<file path="config.mk">
export PLATFORM = sky130hd
export DESIGN_NAME = pipe_hazard_ctrl
export DESIGN_NICKNAME = d
export VERILOG_FILES = /design/src/rtl/pipe_ctrl_pkg.sv /design/src/rtl/pipe_hazard_ctrl_fwd_select.sv /design/src/rtl/pipe_hazard_ctrl.sv
export SDC_FILE = /design/constraint.sdc
export NUM_CORES = 1
export LEC_CHECK = 0
export CORE_UTILIZATION = 25
export DETAILED_ROUTE_END_ITERATION = 7
export PLACE_DENSITY = 0.41
export REMOVE_ABC_BUFFERS = 1
export SETUP_SLACK_MARGIN = 0.2
export SKIP_CTS_REPAIR_TIMING = 1
export SYNTH_ARGS = -nofsm -noshare
export SYNTH_HDL_FRONTEND = slang
export SYNTH_HIERARCHICAL = 1
export SYNTH_SLANG_ARGS = --single-unit
</file>
<file path="constraint.sdc">
create_clock -name clk -period 4.4 [get_ports clk]
set_input_delay 0.88 -clock clk [delete_from_list [all_inputs] [get_ports clk]]
set_output_delay 0.88 -clock clk [all_outputs]
set_load 0.05 [all_outputs]
</file>
<file path="src/rtl/pipe_ctrl_pkg.sv">
// Shared types for the pipeline hazard/sequencing controller.
//   fwd_sel_e    : EX operand source select (register file, MEM/WB data, EX/MEM result)
//   stage_info_t : register-usage shadow of one pipeline stage (EX, MEM or WB)
//   writes_reg() : true when a stage entry produces a non-x0 value for a given register
package pipe_ctrl_pkg;

    localparam int REG_ADDR_W = 5;

    typedef enum logic [1:0] {
        FWD_RF  = 2'b00,
        FWD_WB  = 2'b01,
        FWD_MEM = 2'b10
    } fwd_sel_e;

    typedef struct packed {
        logic                  valid;
        logic [REG_ADDR_W-1:0] rd;
        logic [REG_ADDR_W-1:0] rs1;
        logic [REG_ADDR_W-1:0] rs2;
        logic                  uses_rs1;
        logic                  uses_rs2;
        logic                  reg_write;
        logic                  mem_read;
        logic                  is_branch;
    } stage_info_t;

    // x0 is hard-wired zero, so a write to it never feeds anybody.
    function automatic logic writes_reg(input stage_info_t entry,
                                        input logic [REG_ADDR_W-1:0] idx);
        return entry.valid & entry.reg_write &
               (entry.rd != {REG_ADDR_W{1'b0}}) & (entry.rd == idx);
    endfunction

endpackage

</file>
<file path="src/rtl/pipe_hazard_ctrl_fwd_select.sv">
// Operand forwarding select for one EX ALU operand.
//   src      : source register index of the instruction in EX
//   uses     : the EX instruction actually reads src
//   mem_info : shadow entry of the MEM stage
//   wb_info  : shadow entry of the WB stage
//   sel      : FWD_MEM beats FWD_WB beats FWD_RF
module fwd_select
    import pipe_ctrl_pkg::*;
(
    input  logic [REG_ADDR_W-1:0] src,
    input  logic                  uses,
    input  stage_info_t           mem_info,
    input  stage_info_t           wb_info,
    output fwd_sel_e              sel
);

    // Fields of the stage entries that play no part in operand selection.
    logic unused_fields_s;
    assign unused_fields_s = ^{mem_info.rs1, mem_info.rs2, mem_info.uses_rs1,
                               mem_info.uses_rs2, mem_info.is_branch,
                               wb_info.rs1, wb_info.rs2, wb_info.uses_rs1,
                               wb_info.uses_rs2, wb_info.mem_read, wb_info.is_branch};

    // Priority select; a load in MEM has no data yet, so it is never a forward source.
    always_comb begin
        sel = FWD_RF;
        if (uses && writes_reg(mem_info, src) && !mem_info.mem_read) begin
            sel = FWD_MEM;
        end else if (uses && writes_reg(wb_info, src)) begin
            sel = FWD_WB;
        end else begin
            sel = FWD_RF;
        end
    end

endmodule

</file>
<file path="src/rtl/pipe_hazard_ctrl.sv">
// Hazard and sequencing controller for a 5-stage RISC-V pipeline.
// Keeps registered shadows of EX/MEM/WB register usage and derives:
//   pc_write, ifid_write    : PC and IF/ID load enables (low during a load-use stall)
//   ifid_flush, pc_src      : taken-branch redirect and IF/ID kill
//   idex_bubble             : zero the ID/EX control fields
//   fwd_a, fwd_b            : EX operand forwarding selects
//   id_byp_a, id_byp_b      : WB write data bypass into the ID register-file read
//   stall_cnt, flush_cnt    : saturating debug event counters
// Inputs are the ID-stage decode fields, id_valid and ex_branch_taken.
module pipe_hazard_ctrl
    import pipe_ctrl_pkg::*;
#(
    parameter int CNT_W = 8
) (
    input  logic                  clk,
    input  logic                  reset,
    input  logic                  id_valid,
    input  logic [REG_ADDR_W-1:0] id_rs1,
    input  logic [REG_ADDR_W-1:0] id_rs2,
    input  logic                  id_uses_rs1,
    input  logic                  id_uses_rs2,
    input  logic [REG_ADDR_W-1:0] id_rd,
    input  logic                  id_reg_write,
    input  logic                  id_mem_read,
    input  logic                  id_is_branch,
    input  logic                  ex_branch_taken,
    output logic                  pc_write,
    output logic                  ifid_write,
    output logic                  ifid_flush,
    output logic                  idex_bubble,
    output logic                  pc_src,
    output logic [1:0]            fwd_a,
    output logic [1:0]            fwd_b,
    output logic                  id_byp_a,
    output logic                  id_byp_b,
    output logic [CNT_W-1:0]      stall_cnt,
    output logic [CNT_W-1:0]      flush_cnt
);

    stage_info_t ex_r;
    stage_info_t mem_r;
    stage_info_t wb_r;
    stage_info_t id_entry_s;

    logic     take_s;
    logic     load_use_s;
    logic     stall_s;
    fwd_sel_e fwd_a_sel_s;
    fwd_sel_e fwd_b_sel_s;

    logic [CNT_W-1:0] stall_cnt_r;
    logic [CNT_W-1:0] flush_cnt_r;

    // WB fields not consulted for the ID bypass or by the forwarding selects' ports.
    logic unused_wb_s;
    assign unused_wb_s = ^{wb_r.rs1, wb_r.rs2, wb_r.uses_rs1, wb_r.uses_rs2,
                           wb_r.mem_read, wb_r.is_branch};

    // A taken indication only counts when a real branch sits in EX.
    always_comb begin
        take_s = ex_branch_taken & ex_r.valid & ex_r.is_branch;
    end

    // Load in EX whose destination the ID instruction reads.
    always_comb begin
        load_use_s = 1'b0;
        if (id_valid && ex_r.valid && ex_r.mem_read && (ex_r.rd != {REG_ADDR_W{1'b0}})) begin
            load_use_s = (id_uses_rs1 && (id_rs1 == ex_r.rd)) ||
                         (id_uses_rs2 && (id_rs2 == ex_r.rd));
        end else begin
            load_use_s = 1'b0;
        end
    end

    // Sequencing outputs; the branch redirect overrides the stall.
    always_comb begin
        pc_write    = 1'b1;
        ifid_write  = 1'b1;
        ifid_flush  = 1'b0;
        idex_bubble = 1'b0;
        pc_src      = 1'b0;
        stall_s     = 1'b0;
        if (take_s) begin
            pc_src      = 1'b1;
            ifid_flush  = 1'b1;
            idex_bubble = 1'b1;
        end else if (load_use_s) begin
            pc_write    = 1'b0;
            ifid_write  = 1'b0;
            idex_bubble = 1'b1;
            stall_s     = 1'b1;
        end else begin
            pc_write    = 1'b1;
            ifid_write  = 1'b1;
        end
    end

    // Entry that moves into EX on the next edge; a bubble enters as all-zero.
    always_comb begin
        id_entry_s = '0;
        if (id_valid && !idex_bubble) begin
            id_entry_s.valid     = 1'b1;
            id_entry_s.rd        = id_rd;
            id_entry_s.rs1       = id_rs1;
            id_entry_s.rs2       = id_rs2;
            id_entry_s.uses_rs1  = id_uses_rs1;
            id_entry_s.uses_rs2  = id_uses_rs2;
            id_entry_s.reg_write = id_reg_write;
            id_entry_s.mem_read  = id_mem_read;
            id_entry_s.is_branch = id_is_branch;
        end else begin
            id_entry_s = '0;
        end
    end

    // Shadow pipeline advance: WB <- MEM <- EX <- ID every edge.
    always_ff @(posedge clk or posedge reset) begin
        if (reset) begin
            ex_r  <= '0;
            mem_r <= '0;
            wb_r  <= '0;
        end else begin
            ex_r  <= id_entry_s;
            mem_r <= ex_r;
            wb_r  <= mem_r;
        end
    end

    // Saturating debug counters: hold at all-ones instead of wrapping.
    always_ff @(posedge clk or posedge reset) begin
        if (reset) begin
            stall_cnt_r <= {CNT_W{1'b0}};
            flush_cnt_r <= {CNT_W{1'b0}};
        end else begin
            if (stall_s && (stall_cnt_r != {CNT_W{1'b1}})) begin
                stall_cnt_r <= stall_cnt_r + {{(CNT_W-1){1'b0}}, 1'b1};
            end
            if (take_s && (flush_cnt_r != {CNT_W{1'b1}})) begin
                flush_cnt_r <= flush_cnt_r + {{(CNT_W-1){1'b0}}, 1'b1};
            end
        end
    end

    assign stall_cnt = stall_cnt_r;
    assign flush_cnt = flush_cnt_r;

    fwd_select u_fwd_a (
        .src      (ex_r.rs1),
        .uses     (ex_r.uses_rs1),
        .mem_info (mem_r),
        .wb_info  (wb_r),
        .sel      (fwd_a_sel_s)
    );

    fwd_select u_fwd_b (
        .src      (ex_r.rs2),
        .uses     (ex_r.uses_rs2),
        .mem_info (mem_r),
        .wb_info  (wb_r),
        .sel      (fwd_b_sel_s)
    );

    assign fwd_a = fwd_a_sel_s;
    assign fwd_b = fwd_b_sel_s;

    // Register file is written in WB; hand the same-cycle write data to the ID read.
    always_comb begin
        id_byp_a = id_uses_rs1 & writes_reg(wb_r, id_rs1);
        id_byp_b = id_uses_rs2 & writes_reg(wb_r, id_rs2);
    end

endmodule
</file>
==> impl_results.md <==
* Reg-to-reg setup timing slack at 2.18 ns
* Worst rel slew slack at 0.307
* Avg WL per Cell at 14.9 um
* Clock root cell: clkbuf_8
* Placeable core area at 9420 um2
* Clock buffer depth at 2
* Worst hold path depth at 0
* RSZ-0062 raised after global routing: no
* Clk_lat worst skew at 0.30 ns
* Synth Area per Inst at 11.1 um2
* Via/cell ratio at 4.47
* Period utilization at 0.861
* Initial antenna violation count at 0
* DIE AREA at 10,300 um2
* Detail Route Antenna Nets at 0
* Worst hold start: ex_r[2]$_DFF_PP0_
* Worst Path Arrival at 2.91 ns
* Layout cell share with drive strength beyond 1 at 0.0870
* Finish-stage setup viols at 0
* Rows at 35
* Peak supply drop at 317 uV
* Leak at 0.00134 uW
* Detailed placement HPWL at 4420 um
* Via count at 1,809
* I/O Buffers at 50
* # nets final at 301
* Routed wire length at 6040 um
* Final core utilization at 0.342
* Die Span Y at 101 um
* Skew final at 0.00458 ns
* Largest net degree at the start of global routing at 50
* N_diodes at 0
* Final Hold Vio Count at 0
* Worst reg2reg endpoint: ex_r[0]$_DFF_PP0_
* Top Ports at 51
* Commonest non-fill, non-tap cells in the layout: dfrtp_1, clkdlybuf4s50_1, xnor2_1, and3_1, nand4_1
* Synth warn at 6
* Fin Setup TNS at 0 ns
* Max Clock Freq at 264 MHz
* Vias in the first global route at 1,952
* Worst Hold End: mem_r[2]$_DFF_PP0_
* Setup crit start kind: input pin
* Max_cap viols at 0
* Crit Path Category: input pin to output port
* Synthesized area at 2470 um2
* CTS tree: done
* DRC at 0
* Worst-Margin Slew at 1.04 ns
* First-pass GRT wire length at 10000 um
* Status: completed
* Pwr dens at 346 nW/um2
* Drt first pass iters at 4
* Critical path endpoint category: output port
* H-tree depth at 2
* Area grow syn2layout at 30.6%
* Total grt overflow at 0
* R2R depth at 4
* Final Max Slew Viols at 0
* Worst-path clk slew at 0.09 ns
* Starting density of the core at 0.262
* Req. time, crit path at 3.52 ns
* Die Span X at 101 um
* GRT Resource Usage Total at 0.129
* Starting DRT DRC Count at 94
* GP Congestion at 0.755
* Fin crit period at 3.79 ns
* CTS Sinks at 52
* CP max FO at 22
* Cells after synthesis at 222
* CTS Buf Count at 5
* Hold Crit Class: flop to flop
* Commonest non-fill, non-tap cell in the layout: dfrtp_1
* Crit Reg-Reg Startpoint: ex_r[16]$_DFF_PP0_
[metal layers]
layer / vias up / global-route usage / share of wire / routed length [um]
li1: 890 / - / - / -
met1: 864 / 0.159 / 0.45 / 2720
met2: 46 / 0.219 / 0.48 / 2880
met3: 9 / 0.0331 / 0.050 / 302
met4: 0 / 0.0468 / 0.023 / 141
met5: - / 0 / 0 / 0
[where the power goes]
group | switching (uW) | leakage (uW) | total (uW) | internal [uW]
logic | 128 | 0.000604 | 229 | 101
clock network | 157 | 0.0000541 | 325 | 168
registers | 49.1 | 0.000681 | 562 | 513
total | 334 | 0.00134 | 1120 | 782
[critical path: stages]
cell and delay (ns):
clkdlybuf4s50_1 0.48, xnor2_1 0.15, nand4_1 0.11, o22ai_1 0.16, a21oi_2 0.73, inv_1 0.19, buf_12 0.20
[metrics by stage]
| step | hold WS, ns | instance area (um2) | setup WS [ns] | total power (uW) | cells |
|---|---|---|---|---|---|
| 6_report | 0.358 | 3220 | 0.612 | 1120 | 405 |
| 5_1_grt | 0.381 | 3220 | 0.394 | 1180 | 405 |
| 4_1_cts | 0.358 | 3220 | 0.544 | 1140 | 405 |
| 3_5_place_dp | 0.336 | 3110 | 0.557 | 802 | 397 |
| 3_3_place_gp | 0.333 | 3110 | 0.571 | 803 | 397 |
| 2_1_floorplan | 0.331 | 2420 | 1.14 | 706 | 215 |
[layout make-up]
type | instances | area [um2]
Clock buffer | 5 | 68.8
Multi-Input combinational cell | 153 | 1080
Inverter | 10 | 37.5
Clock inverter | 3 | 42.5
Sequential cell | 52 | 1300
Tap cell | 129 | 161
Timing Repair Buffer | 53 | 533
Fill cell | 970 | 6190
[flip-flops by register name, summed over array words and instances, names as in the netlist]
register	count
ex_r	21
flush_cnt	8
wb_r	7
mem_r	8
stall_cnt	8
[worst max-delay path by stage]
stage	startpoint	end	slack, ns	depth (start not counted)
2_1_floorplan	id_rs2[0]	ifid_write	1.14	4
3_3_place_gp	id_rs2[3]	idex_bubble	0.57	7
3_5_place_dp	id_rs2[3]	idex_bubble	0.56	7
4_1_cts	id_rs2[3]	idex_bubble	0.54	7
5_1_grt	id_rs2[3]	idex_bubble	0.39	7
6_report	id_rs2[3]	idex_bubble	0.61	7
No activity file was read; power rests on OpenSTA's default activity.
